### src/rtl/ctrl_system.sv
// ---------------------------------------------------------------------------
// ctrl_system
//
// Six-axis stepper-motor controller with a five-button, four-digit LCD user
// interface.
//
// After reset every motor is driven toward home until its limit switch trips.
// Once all motors are homed, the block enters RUN. In RUN the user:
//   - selects a motor (0-5);
//   - dials a three-digit decimal target (000-999 steps);
//   - commits the target with E.
// Each motor then steps independently until its position equals its target.
//
// Ports
//   sysclk      system clock, rising edge
//   rst_n       asynchronous active-low reset
//   Stop[5:0]   limit/home switch per motor, active high, asynchronous
//   L, R        cursor left / right buttons, active high, asynchronous
//   U, D        increment / decrement the field under the cursor
//   E           commit the dialled target to the selected motor
//   Num[1:0]    cursor position: 0 = motor select, 1 = hundreds,
//               2 = tens, 3 = units
//   LCD_Enable  high once homing has finished (display valid)
//   LCD_Num     value shown for the field at the cursor (0-9)
//   PU[5:0]     step pulse per motor
//   MF[5:0]     driver enable per motor, high = energised
//   DR[5:0]     direction per motor, 1 = away from home, 0 = toward home
// ---------------------------------------------------------------------------
module ctrl_system #(
  parameter int STEP_HALF = 100,
  parameter int NMOT      = 6
) (
  input  logic            sysclk,
  input  logic            rst_n,
  input  logic [NMOT-1:0] Stop,
  input  logic            L,
  input  logic            R,
  input  logic            U,
  input  logic            D,
  input  logic            E,
  output logic [1:0]      Num,
  output logic            LCD_Enable,
  output logic [3:0]      LCD_Num,
  output logic [NMOT-1:0] PU,
  output logic [NMOT-1:0] MF,
  output logic [NMOT-1:0] DR
);

  localparam int CW = (STEP_HALF > 1) ? $clog2(STEP_HALF) : 1;
  localparam logic [CW-1:0] TICK_LAST = CW'(STEP_HALF - 1);
  localparam logic [2:0]    SEL_MAX   = 3'(NMOT - 1);

  // Bit positions of the buttons inside the conditioned button vector.
  localparam int BD = 0;
  localparam int BU = 1;
  localparam int BR = 2;
  localparam int BL = 3;
  localparam int BE = 4;

  typedef enum logic {
    ST_HOMING,
    ST_RUN
  } state_t;

  state_t state, state_next;

  logic [4:0]      btn_meta, btn_sync, btn_prev, btn_rise;
  logic [NMOT-1:0] stop_meta, stop_sync;
  logic [CW-1:0]   tick_cnt;
  logic            tick;
  logic [NMOT-1:0] homed;

  logic       act_e, act_l, act_r, act_u, act_d;
  logic [2:0] sel;
  logic [3:0] dig_h, dig_t, dig_u;
  logic [9:0] commit_val;

  logic [9:0] pos    [NMOT];
  logic [9:0] target [NMOT];

  // Wrapping helpers for the BCD digits and the motor selector.
  function automatic logic [3:0] bcd_inc(input logic [3:0] v);
    return (v >= 4'd9) ? 4'd0 : v + 4'd1;
  endfunction

  function automatic logic [3:0] bcd_dec(input logic [3:0] v);
    return (v == 4'd0 || v > 4'd9) ? 4'd9 : v - 4'd1;
  endfunction

  function automatic logic [2:0] sel_inc(input logic [2:0] v);
    return (v >= SEL_MAX) ? 3'd0 : v + 3'd1;
  endfunction

  function automatic logic [2:0] sel_dec(input logic [2:0] v);
    return (v == 3'd0 || v > SEL_MAX) ? SEL_MAX : v - 3'd1;
  endfunction

  // Two-flop synchronisers for every asynchronous input.
  // The extra btn_prev stage turns each button into a single-cycle
  // rising-edge event, so holding a button never repeats its action.
  always_ff @(posedge sysclk or negedge rst_n) begin
    if (!rst_n) begin
      btn_meta  <= '0;
      btn_sync  <= '0;
      btn_prev  <= '0;
      stop_meta <= '0;
      stop_sync <= '0;
    end else begin
      btn_meta  <= {E, L, R, U, D};
      btn_sync  <= btn_meta;
      btn_prev  <= btn_sync;
      stop_meta <= Stop;
      stop_sync <= stop_meta;
    end
  end

  assign btn_rise = btn_sync & ~btn_prev;

  // Shared free-running step timebase.
  // All motors toggle PU on the same tick, so every pulse is exactly
  // STEP_HALF cycles high and STEP_HALF cycles low.
  always_ff @(posedge sysclk or negedge rst_n) begin
    if (!rst_n) begin
      tick_cnt <= '0;
    end else if (tick_cnt == TICK_LAST) begin
      tick_cnt <= '0;
    end else begin
      tick_cnt <= tick_cnt + 1'b1;
    end
  end

  assign tick = (tick_cnt == TICK_LAST);

  // Top-level state register.
  always_ff @(posedge sysclk or negedge rst_n) begin
    if (!rst_n) begin
      state <= ST_HOMING;
    end else begin
      state <= state_next;
    end
  end

  // Next-state logic.
  // Homing ends only when every motor has reported its home switch.
  // The display is valid from then on.
  always_comb begin
    state_next = state;
    LCD_Enable = 1'b0;
    case (state)
      ST_HOMING: begin
        if (&homed) begin
          state_next = ST_RUN;
        end
      end
      ST_RUN: begin
        LCD_Enable = 1'b1;
      end
      default: begin
        state_next = ST_HOMING;
      end
    endcase
  end

  // Button arbitration.
  // When several edges land in the same cycle, exactly one action is
  // granted, in the order E, L, R, U, D. Buttons are ignored while homing.
  always_comb begin
    act_e = 1'b0;
    act_l = 1'b0;
    act_r = 1'b0;
    act_u = 1'b0;
    act_d = 1'b0;
    if (state == ST_RUN) begin
      if (btn_rise[BE]) begin
        act_e = 1'b1;
      end else if (btn_rise[BL]) begin
        act_l = 1'b1;
      end else if (btn_rise[BR]) begin
        act_r = 1'b1;
      end else if (btn_rise[BU]) begin
        act_u = 1'b1;
      end else if (btn_rise[BD]) begin
        act_d = 1'b1;
      end
    end
  end

  // Cursor, motor selector and edit-buffer digits.
  // The digits are deliberately kept after a commit, so the same value can
  // be sent to several motors without retyping it.
  always_ff @(posedge sysclk or negedge rst_n) begin
    if (!rst_n) begin
      Num   <= 2'd0;
      sel   <= 3'd0;
      dig_h <= 4'd0;
      dig_t <= 4'd0;
      dig_u <= 4'd0;
    end else if (act_l) begin
      Num <= Num - 2'd1;
    end else if (act_r) begin
      Num <= Num + 2'd1;
    end else if (act_u) begin
      case (Num)
        2'd0:    sel   <= sel_inc(sel);
        2'd1:    dig_h <= bcd_inc(dig_h);
        2'd2:    dig_t <= bcd_inc(dig_t);
        default: dig_u <= bcd_inc(dig_u);
      endcase
    end else if (act_d) begin
      case (Num)
        2'd0:    sel   <= sel_dec(sel);
        2'd1:    dig_h <= bcd_dec(dig_h);
        2'd2:    dig_t <= bcd_dec(dig_t);
        default: dig_u <= bcd_dec(dig_u);
      endcase
    end
  end

  // Display value: follows the registers combinationally.
  always_comb begin
    case (Num)
      2'd0:    LCD_Num = {1'b0, sel};
      2'd1:    LCD_Num = dig_h;
      2'd2:    LCD_Num = dig_t;
      default: LCD_Num = dig_u;
    endcase
  end

  assign commit_val = 10'(dig_h) * 10'd100 + 10'(dig_t) * 10'd10 + 10'(dig_u);

  // Per-motor targets.
  // The home-switch safety clear comes after the commit, so a switch hit
  // on a homeward move always wins over a commit in the same cycle.
  always_ff @(posedge sysclk or negedge rst_n) begin
    if (!rst_n) begin
      for (int i = 0; i < NMOT; i++) begin
        target[i] <= '0;
      end
    end else begin
      for (int i = 0; i < NMOT; i++) begin
        if (act_e && sel == 3'(i)) begin
          target[i] <= commit_val;
        end
        if (state == ST_RUN && stop_sync[i] && !DR[i]) begin
          target[i] <= '0;
        end
      end
    end
  end

  // Per-motor step engine.
  //
  // Homing: drive toward home until the switch is seen. Position is not
  // tracked while homing, because it is unknown until the switch trips.
  //
  // RUN: a step starts on a tick while PU is low and ends on the next tick.
  // The position moves on the falling edge of PU. Direction and enable are
  // only re-evaluated while PU is low, so a retarget takes effect at the
  // next step boundary. Targets are limited to 0-999 by the BCD edit
  // buffer, and the motor only steps toward its target, so the position
  // never leaves that range.
  always_ff @(posedge sysclk or negedge rst_n) begin
    if (!rst_n) begin
      PU    <= '0;
      MF    <= '0;
      DR    <= '0;
      homed <= '0;
      for (int i = 0; i < NMOT; i++) begin
        pos[i] <= '0;
      end
    end else begin
      for (int i = 0; i < NMOT; i++) begin
        if (state == ST_HOMING) begin
          DR[i]  <= 1'b0;
          pos[i] <= '0;
          if (homed[i] || stop_sync[i]) begin
            PU[i]    <= 1'b0;
            MF[i]    <= 1'b0;
            homed[i] <= 1'b1;
          end else begin
            MF[i] <= 1'b1;
            if (tick) begin
              PU[i] <= ~PU[i];
            end
          end
        end else if (stop_sync[i] && !DR[i]) begin
          PU[i]  <= 1'b0;
          MF[i]  <= 1'b0;
          pos[i] <= '0;
        end else if (PU[i]) begin
          if (tick) begin
            PU[i]  <= 1'b0;
            pos[i] <= DR[i] ? pos[i] + 10'd1 : pos[i] - 10'd1;
          end
        end else begin
          DR[i] <= (target[i] > pos[i]);
          MF[i] <= (target[i] != pos[i]);
          if (tick && target[i] != pos[i]) begin
            PU[i] <= 1'b1;
          end
        end
      end
    end
  end

endmodule

### config.mk
export PLATFORM = sky130hd
export DESIGN_NAME = ctrl_system
export DESIGN_NICKNAME = d
export VERILOG_FILES = /design/src/rtl/ctrl_system.sv
export SDC_FILE = /design/constraint.sdc
export NUM_CORES = 1
export LEC_CHECK = 0
export CAP_MARGIN = 30
export CELL_PAD_IN_SITES_DETAIL_PLACEMENT = 1
export CELL_PAD_IN_SITES_GLOBAL_PLACEMENT = 1
export CORE_ASPECT_RATIO = 0.6
export CORE_MARGIN = 2
export CORE_UTILIZATION = 35
export CTS_CLUSTER_SIZE = 10
export DETAILED_ROUTE_END_ITERATION = 7
export HOLD_SLACK_MARGIN = 0.08
export PLACE_DENSITY_LB_ADDON = 0.08
export SLEW_MARGIN = 20
export SYNTH_ARGS = -nofsm -noshare
export SYNTH_HDL_FRONTEND = slang
export SYNTH_SLANG_ARGS = --single-unit
export TNS_END_PERCENT = 20
### constraint.sdc
create_clock -name sysclk -period 3.1 [get_ports sysclk]
set_input_delay 0.775 -clock sysclk [delete_from_list [all_inputs] [get_ports sysclk]]
set_output_delay 0.775 -clock sysclk [all_outputs]
set_load 0.05 [all_outputs]
==> results.sh, run 1 <==
export IMPL_drt_wl_total_um=38900
export IMPL_slew_headroom_pct=45.2
export IMPL_placementRows=53
export IMPL_path_common_cell="sky130_fd_sc_hd__ha_1"
export IMPL_die_y_um=151
export IMPL_maxCapViolations=0
export IMPL_critPathRequiredTime_ps=3500
export IMPL_placed_cells=1864
export IMPL_dieArea_mm2=0.0373
export IMPL_floorplan_initialDensity_pct=35.6
export IMPL_clk_pin_slew_ps=80
export IMPL_synth_top_family_by_area="compound AO/OA/AOI/OAI gates"
export IMPL_detailed_place_hpwl_um=29500
export IMPL_cts_htree_levels=4
export IMPL_layout_nets=1598
export IMPL_core_area_mm2=0.0351
export IMPL_clock_root_buffer="sky130_fd_sc_hd__clkbuf_16"
export IMPL_synth_most_common_cell="sky130_fd_sc_hd__dfrtp_1"
export IMPL_final_setup_tns_ps=0
export IMPL_slew_at_the_pin_closest_to_its_max_slew_limit_ps=816
export IMPL_cp_num_buf_inv=1
export IMPL_syn_avg_cell_area_um2=9.29
export IMPL_floorplan_io_pins=38
export IMPL_syn_instance_count=1348
export IMPL_synth_top_cells_by_area="sky130_fd_sc_hd__dfrtp_1 39%, sky130_fd_sc_hd__ha_1 15%, sky130_fd_sc_hd__a21oi_1 4.2%"
export IMPL_post_synth_fa_ha_maj_area_fraction_pct=17.1
export IMPL_grt_antenna_before_repair=0
export IMPL_post_synthesis_compound_gate_area_fraction_pct=18.7
export IMPL_final_cell_area_mm2=0.0145
export IMPL_num_antenna_cells=0
export IMPL_post_layout_nonfiller_instances=1900
export IMPL_numClockSinks=196
export IMPL_yosys_area_share_simple_pct=15.5
export IMPL_first_global_vias=10483
export IMPL_drt_initial_drc_count=627
export IMPL_postRouteAntennaNets=0
export IMPL_timing_hold_violations_final=0
export IMPL_final_core_utilization_pct=41.2
export IMPL_drive_gt1_share_pct=8.72
export IMPL_cp_cell_sequence="ha_1 > ha_2 > fa_2 > ha_1 > ha_4 > buf_4 > xnor2_1 > a22o_1"
export IMPL_outcome="finished, final reports clean"
export IMPL_p_per_area_mw_per_mm2=855
export IMPL_syn_nets=1526
export IMPL_finalSetupViolCount=0
export IMPL_final_min_clock_period_ps=3020
export IMPL_ys_types=63
export IMPL_synth_commonest_cells="196 x sky130_fd_sc_hd__dfrtp_1, 154 x sky130_fd_sc_hd__ha_1, 136 x sky130_fd_sc_hd__nand2_1, 126 x sky130_fd_sc_hd__inv_1, 106 x sky130_fd_sc_hd__a21oi_1"
export IMPL_timing_reg2reg_worst_path_depth=8
export IMPL_final_fill_count=4013
export IMPL_worst_path_dominant_cell_family="adder cells"
export IMPL_yosysSeqAreaShare_pct=39.2
export IMPL_portBuffers=37
export IMPL_worstSetupPathType="flip-flop to flip-flop"
export IMPL_dominantRegCellSynth="sky130_fd_sc_hd__dfrtp_1"
export IMPL_grt_total_usage_pct=21.8
export IMPL_finalCritPeriodShare_pct=97.6
export IMPL_worstPathMaxFanout=6
export IMPL_clkLatencyLatePin_ps=460
export IMPL_synth_warnings=0
export IMPL_gp_congestion=0.780
export IMPL_timing_critical_path_to_type="flip-flop"
export IMPL_route_detailed_vias_per_inst=5.42
export IMPL_clock_fmax_ghz=0.331
export IMPL_synthMuxAreaShare_pct=1.44
export IMPL_cp_start_kind="flip-flop"
export IMPL_ffs_w_async_s_r_synth_pct=100
export IMPL_num_vias=10290
export IMPL_detailed_place_area_mm2=0.0137
export IMPL_syn2layout_area_growth_pct=15.7
export IMPL_standard_cell_with_the_maximum_stage_delay_on_the_critical_path="sky130_fd_sc_hd__xnor2_1"
export IMPL_syn_area_mm2=0.0125
export IMPL_synth_enable_flop_cells=0
export IMPL_cp_num_cells=8
export IMPL_final_max_slew_viol_count=0
export IMPL_cts_hold_buf=0
export IMPL_pre_antenna_drt_iters=5
export IMPL_ctsLongestPathBuffers=2
export IMPL_totalPowerFinal_uw=12400
export IMPL_overflow=0
export IMPL_hp_class="input pin to asynchronous set/reset pin"
export IMPL_grt_setup_unrepaired="true"
export IMPL_clock_skew_ps=10.2
export IMPL_layout_area_seq_mm2=0.00491
export IMPL_cp_arrival_ps=3430
export IMPL_power_ir_vdd_worst_v=0.000606
export IMPL_avgRoutedWirePerCell_um=20.5
export IMPL_drc_errors=0
export IMPL_cts_tree="yes"
export IMPL_synth_top_cell_area_share_pct=39.2
export IMPL_p_leak_uw=0.00661
export IMPL_max_stage_delay_ps=620
export IMPL_largest_net_degree_at_the_start_of_global_routing=72
export IMPL_die_width_um=248
export IMPL_post_synth_top_area_cell="sky130_fd_sc_hd__dfrtp_1"
export IMPL_postSynthRegisterBits=196
export IMPL_synth_xor_xnor_area_share_pct=3.08
export IMPL_multi_input_comb_area_mm2=0.00717
export IMPL_reg_largest_list="pos x60, target x60, tick_cnt x7"
export IMPL_first_pass_grt_wire_length_um=62200
export IMPL_tritoncts_num_buffers=17
## path summary, 6_finish.rpt
path,from,end,slack [ps]
max,dig_t[1],target[45],80
min,rst_n,pos[33],260
max reg2reg,dig_t[1],target[45],80
min reg2reg,btn_meta[4],btn_sync[4],350
max in group asynchronous,rst_n,target[5],1950
min in group sysclk,btn_meta[4],btn_sync[4],350
## through the flow
step                hold WS, ps  setup slack, ps
finish                      265             75.6
floorplan                   331             19.6
detailed placement          336             -271
global route                300            -13.7
global placement            332             -185
CTS                         295             4.06
## cell type report
type | instances | share of cell area, %
multi-input cells | 991 | 49.5
clock buffers | 19 | 3.06
repair buffers | 87 | 5.30
clock inverters | 13 | 0.942
well taps | 467 | 4.03
inverters | 127 | 3.29
flip-flops and latches | 196 | 33.9
## logic make-up after synthesis
logic type / count (synthesis)
multiplexers: 17
XOR/XNOR: 44
AND/OR/NAND/NOR: 399
flip-flops: 196
AO/OA/AOI/OAI: 366
buffers and inverters: 161
adder cells (fa/ha/maj): 165
## where the power goes
part	total, uW	leakage [uW]	switching, uW	internal [uW]
Combinational	6970	0.00374	4250	2720
Sequential	3120	0.00259	289	2830
Clock	2290	0.000281	1130	1160
## placed cells by master (no fill, tap or decap), types with 10 or more instances in the layout
cell type,Yosys,layout
sky130_fd_sc_hd__a21oi_1,106,104
sky130_fd_sc_hd__inv_1,126,126
sky130_fd_sc_hd__and3_1,12,12
sky130_fd_sc_hd__a21o_1,29,29
sky130_fd_sc_hd__nor2b_1,25,25
sky130_fd_sc_hd__a31oi_1,20,20
sky130_fd_sc_hd__ha_1,154,147
sky130_fd_sc_hd__o21ai_0,81,75
sky130_fd_sc_hd__nand3_1,45,44
sky130_fd_sc_hd__buf_4,0,49
sky130_fd_sc_hd__dfrtp_1,196,195
sky130_fd_sc_hd__nand2_1,136,136
sky130_fd_sc_hd__nand4_1,18,18
sky130_fd_sc_hd__xor2_1,17,17
sky130_fd_sc_hd__a22o_1,37,37
sky130_fd_sc_hd__nor3_1,16,16
sky130_fd_sc_hd__clkbuf_16,0,17
sky130_fd_sc_hd__nor2_1,84,83
sky130_fd_sc_hd__clkdlybuf4s50_1,0,31
sky130_fd_sc_hd__or4_1,11,11
sky130_fd_sc_hd__a211oi_1,11,11
sky130_fd_sc_hd__nand2b_1,10,10
sky130_fd_sc_hd__o31ai_1,10,10
sky130_fd_sc_hd__o211ai_1,15,15
sky130_fd_sc_hd__xnor2_1,27,24
## layer usage
| layer | vias up | GRT usage, % | share of wire (%) |
|---|---|---|---|
| met3 | 24 | 4.35 | 3.3 |
| met4 | 0 | 3.54 | 0.85 |
| li1 | 4970 | - | - |
| met1 | 5184 | 35.1 | 56 |
| met2 | 112 | 29.8 | 40 |
| met5 | - | 0 | 0 |
## what timing repair did
item	CTS	global route
pin swaps	5	7
gates resized for setup	12	23
setup buffers	4	0
endpoints found under the setup margin	27	21
No activity file was read; power rests on OpenSTA's default activity.
==> run 2: changes to the inputs <==
- SKIP_CTS_REPAIR_TIMING: default -> 1
==> run 2 against run 1 <==
  * Critical endpoint is now target[59]
  * Sequential power is essentially flat
  * Cell area shrank 0.31%
  * Setup slack lost 58 ps
  * Flip-flop and latch count is the same
  * Critical path depth grew 3
  * Total power shrank 2.3%
  * Count of clock-buffer cells in the layout is the same
  * Wire length is essentially flat
  * Combinational power shrank 4.2%
  * Sequential share of layout area grew 0.11 points
  * Via count shrank 0.42%
==> results.sh, run 2 (synthesized netlist as in run 1, its figures left out) <==
export IMPL_first_global_vias=10416
export IMPL_worstSetupPathType="flip-flop to flip-flop"
export IMPL_route_detailed_vias_per_inst=5.40
export IMPL_grt_total_usage_pct=21.7
export IMPL_finalCritPeriodShare_pct=99.4
export IMPL_detailed_place_hpwl_um=29500
export IMPL_first_pass_grt_wire_length_um=61800
export IMPL_cp_num_buf_inv=1
export IMPL_drt_initial_drc_count=628
export IMPL_final_critical_path_setup_slack_ps=18.1
export IMPL_cts_htree_levels=4
export IMPL_combinationalPowerShare_pct=55.2
export IMPL_grt_antenna_before_repair=0
export IMPL_clkLatencyLatePin_ps=460
export IMPL_postRouteAntennaNets=0
export IMPL_avgRoutedWirePerCell_um=20.5
export IMPL_clk_pin_slew_ps=80
export IMPL_hp_class="input pin to asynchronous set/reset pin"
export IMPL_outcome="finished, final reports clean"
export IMPL_path_common_cell="sky130_fd_sc_hd__ha_1"
export IMPL_tritoncts_num_buffers=17
export IMPL_clock_skew_ps=11.2
export IMPL_timing_hold_violations_final=0
export IMPL_wire_length_on_met2_um=15200
export IMPL_layout_commonest_cell="sky130_fd_sc_hd__dfrtp_1"
export IMPL_num_antenna_cells=0
export IMPL_standard_cell_with_the_maximum_stage_delay_on_the_critical_path="sky130_fd_sc_hd__fa_2"
export IMPL_dieArea_mm2=0.0373
export IMPL_p_leak_uw=0.00663
export IMPL_final_min_clock_period_ps=3080
export IMPL_die_y_um=151
export IMPL_grt_setup_unrepaired="true"
export IMPL_worstPathMaxFanout=6
export IMPL_die_width_um=248
export IMPL_power_share_clock_pct=19.0
export IMPL_core_area_mm2=0.0351
export IMPL_portBuffers=37
export IMPL_pre_antenna_drt_iters=6
export IMPL_switching_share_pct=45.9
export IMPL_final_max_slew_viol_count=0
export IMPL_topRoutingLayerUsed="met4"
export IMPL_p_int_uw=6550
export IMPL_finalSetupViolCount=0
export IMPL_mostFrequentLayoutCells="195 x sky130_fd_sc_hd__dfrtp_1, 148 x sky130_fd_sc_hd__ha_1, 136 x sky130_fd_sc_hd__nand2_1"
export IMPL_drt_met1_wl_um=21900
export IMPL_max_stage_delay_ps=520
export IMPL_dp_slack_ps=-271
export IMPL_gp_congestion=0.780
export IMPL_numClockSinks=196
export IMPL_syn2layout_area_growth_pct=15.3
export IMPL_largest_net_degree_at_the_start_of_global_routing=72
export IMPL_r2r_end="target[59]"
export IMPL_clock_root_buffer="sky130_fd_sc_hd__clkbuf_16"
export IMPL_power_ir_vdd_worst_v=0.000544
export IMPL_ff2ff_setup_slack_ps=20
export IMPL_cts_tree="yes"
export IMPL_p_per_area_mw_per_mm2=838
export IMPL_final_fill_count=4009
export IMPL_ctsLongestPathBuffers=2
export IMPL_cp_start_kind="flip-flop"
export IMPL_final_core_utilization_pct=41.1
export IMPL_slew_at_the_pin_closest_to_its_max_slew_limit_ps=769
export IMPL_cp_cell_sequence="ha_1 > ha_2 > fa_2 > ha_1 > ha_4 > a21oi_2 > o22ai_2 > a311oi_2 > xnor2_2 > buf_6 > o21ai_0"
export IMPL_critical_r2r_launch="dig_t[1]"
export IMPL_timing_critical_path_to_type="flip-flop"
export IMPL_maxCapViolations=0
export IMPL_floorplan_initialDensity_pct=35.6
export IMPL_placementRows=53
export IMPL_drive_gt1_share_pct=8.39
export IMPL_cp_arrival_ps=3410
export IMPL_drt_wl_total_um=38800
export IMPL_overflow=0
export IMPL_clock_fmax_ghz=0.324
export IMPL_layout_nets=1596
export IMPL_totalPowerFinal_uw=12100
export IMPL_floorplan_io_pins=38
export IMPL_power_switching_uw=5550
export IMPL_worst_path_dominant_cell_family="adder cells"
export IMPL_reg_largest_list="pos x60, target x60, tick_cnt x7"
export IMPL_p_seq_share_pct=25.7
export IMPL_slew_headroom_pct=48.3
export IMPL_worst_setup_path_startpoint="dig_t[1]"
export IMPL_critPathRequiredTime_ps=3430
export IMPL_detailroute_wirelength_met3_um=1370
export IMPL_timing_reg2reg_worst_path_depth=11
export IMPL_drc_errors=0
export IMPL_num_vias=10247
-- run 2: changes by cell type in the layout (fill, tap and decap cells not counted), moves of 2 or more --
| cell | before | now |
|---|---|---|
| sky130_fd_sc_hd__buf_4 | 49 | 47 |
| sky130_fd_sc_hd__dlygate4sd2_1 | 2 | 0 |
| sky130_fd_sc_hd__a21oi_2 | 0 | 3 |
| sky130_fd_sc_hd__a21oi_4 | 2 | 0 |
| sky130_fd_sc_hd__o21ai_1 | 5 | 3 |
| sky130_fd_sc_hd__dlymetal6s2s_1 | 0 | 3 |
| sky130_fd_sc_hd__o21ai_0 | 75 | 78 |
-- run 2: per-layer routing --
metal,global-route usage (%),up-vias
met4,3.54,0
met5,0,-
li1,-,4961
met3,4.35,25
met2,29.5,122
met1,35.0,5139
-- run 2: cell type report --
cell class / instances / area (um2) / share of cell area [%]
multi-input combinational: 991 / 7120 / 49.3
sequential: 196 / 4910 / 34.0
timing repair buffer: 85 / 767 / 5.31
tap: 467 / 584 / 4.05
inverter: 127 / 477 / 3.30
clock buffer: 19 / 443 / 3.07
clock inverter: 13 / 136 / 0.945
-- run 2: power groups by stage --
stage / Clock, uW / Sequential (uW) / Combinational, uW
after floorplan: 0 / 3280 / 3530
after global placement: 0 / 3150 / 5990
after detailed placement: 0 / 3160 / 6130
after CTS: 2370 / 3110 / 6160
after global routing: 2480 / 3150 / 7300
final: 2300 / 3110 / 6680
-- run 2: worst max path at each step --
stage	depth (start not counted)	to	slack [ps]
2_1_floorplan	13	target[49]	20
3_3_place_gp	11	target[47]	-190
3_5_place_dp	11	target[49]	-270
4_1_cts	11	target[49]	-280
5_1_grt	11	target[49]	-50
6_report	11	target[59]	20
-- run 2: per-stage QoR --
stage          std cells  hold WS [ps]  TNS, ps  area, um2
3_3_place_gp        1864           332    -1420      13700
3_5_place_dp        1864           336    -3630      13700
6_report            1898           266        0      14400
4_1_cts             1896           295    -4600      14300
2_1_floorplan       1348           331        0      12500
5_1_grt             1898           300     -320      14400
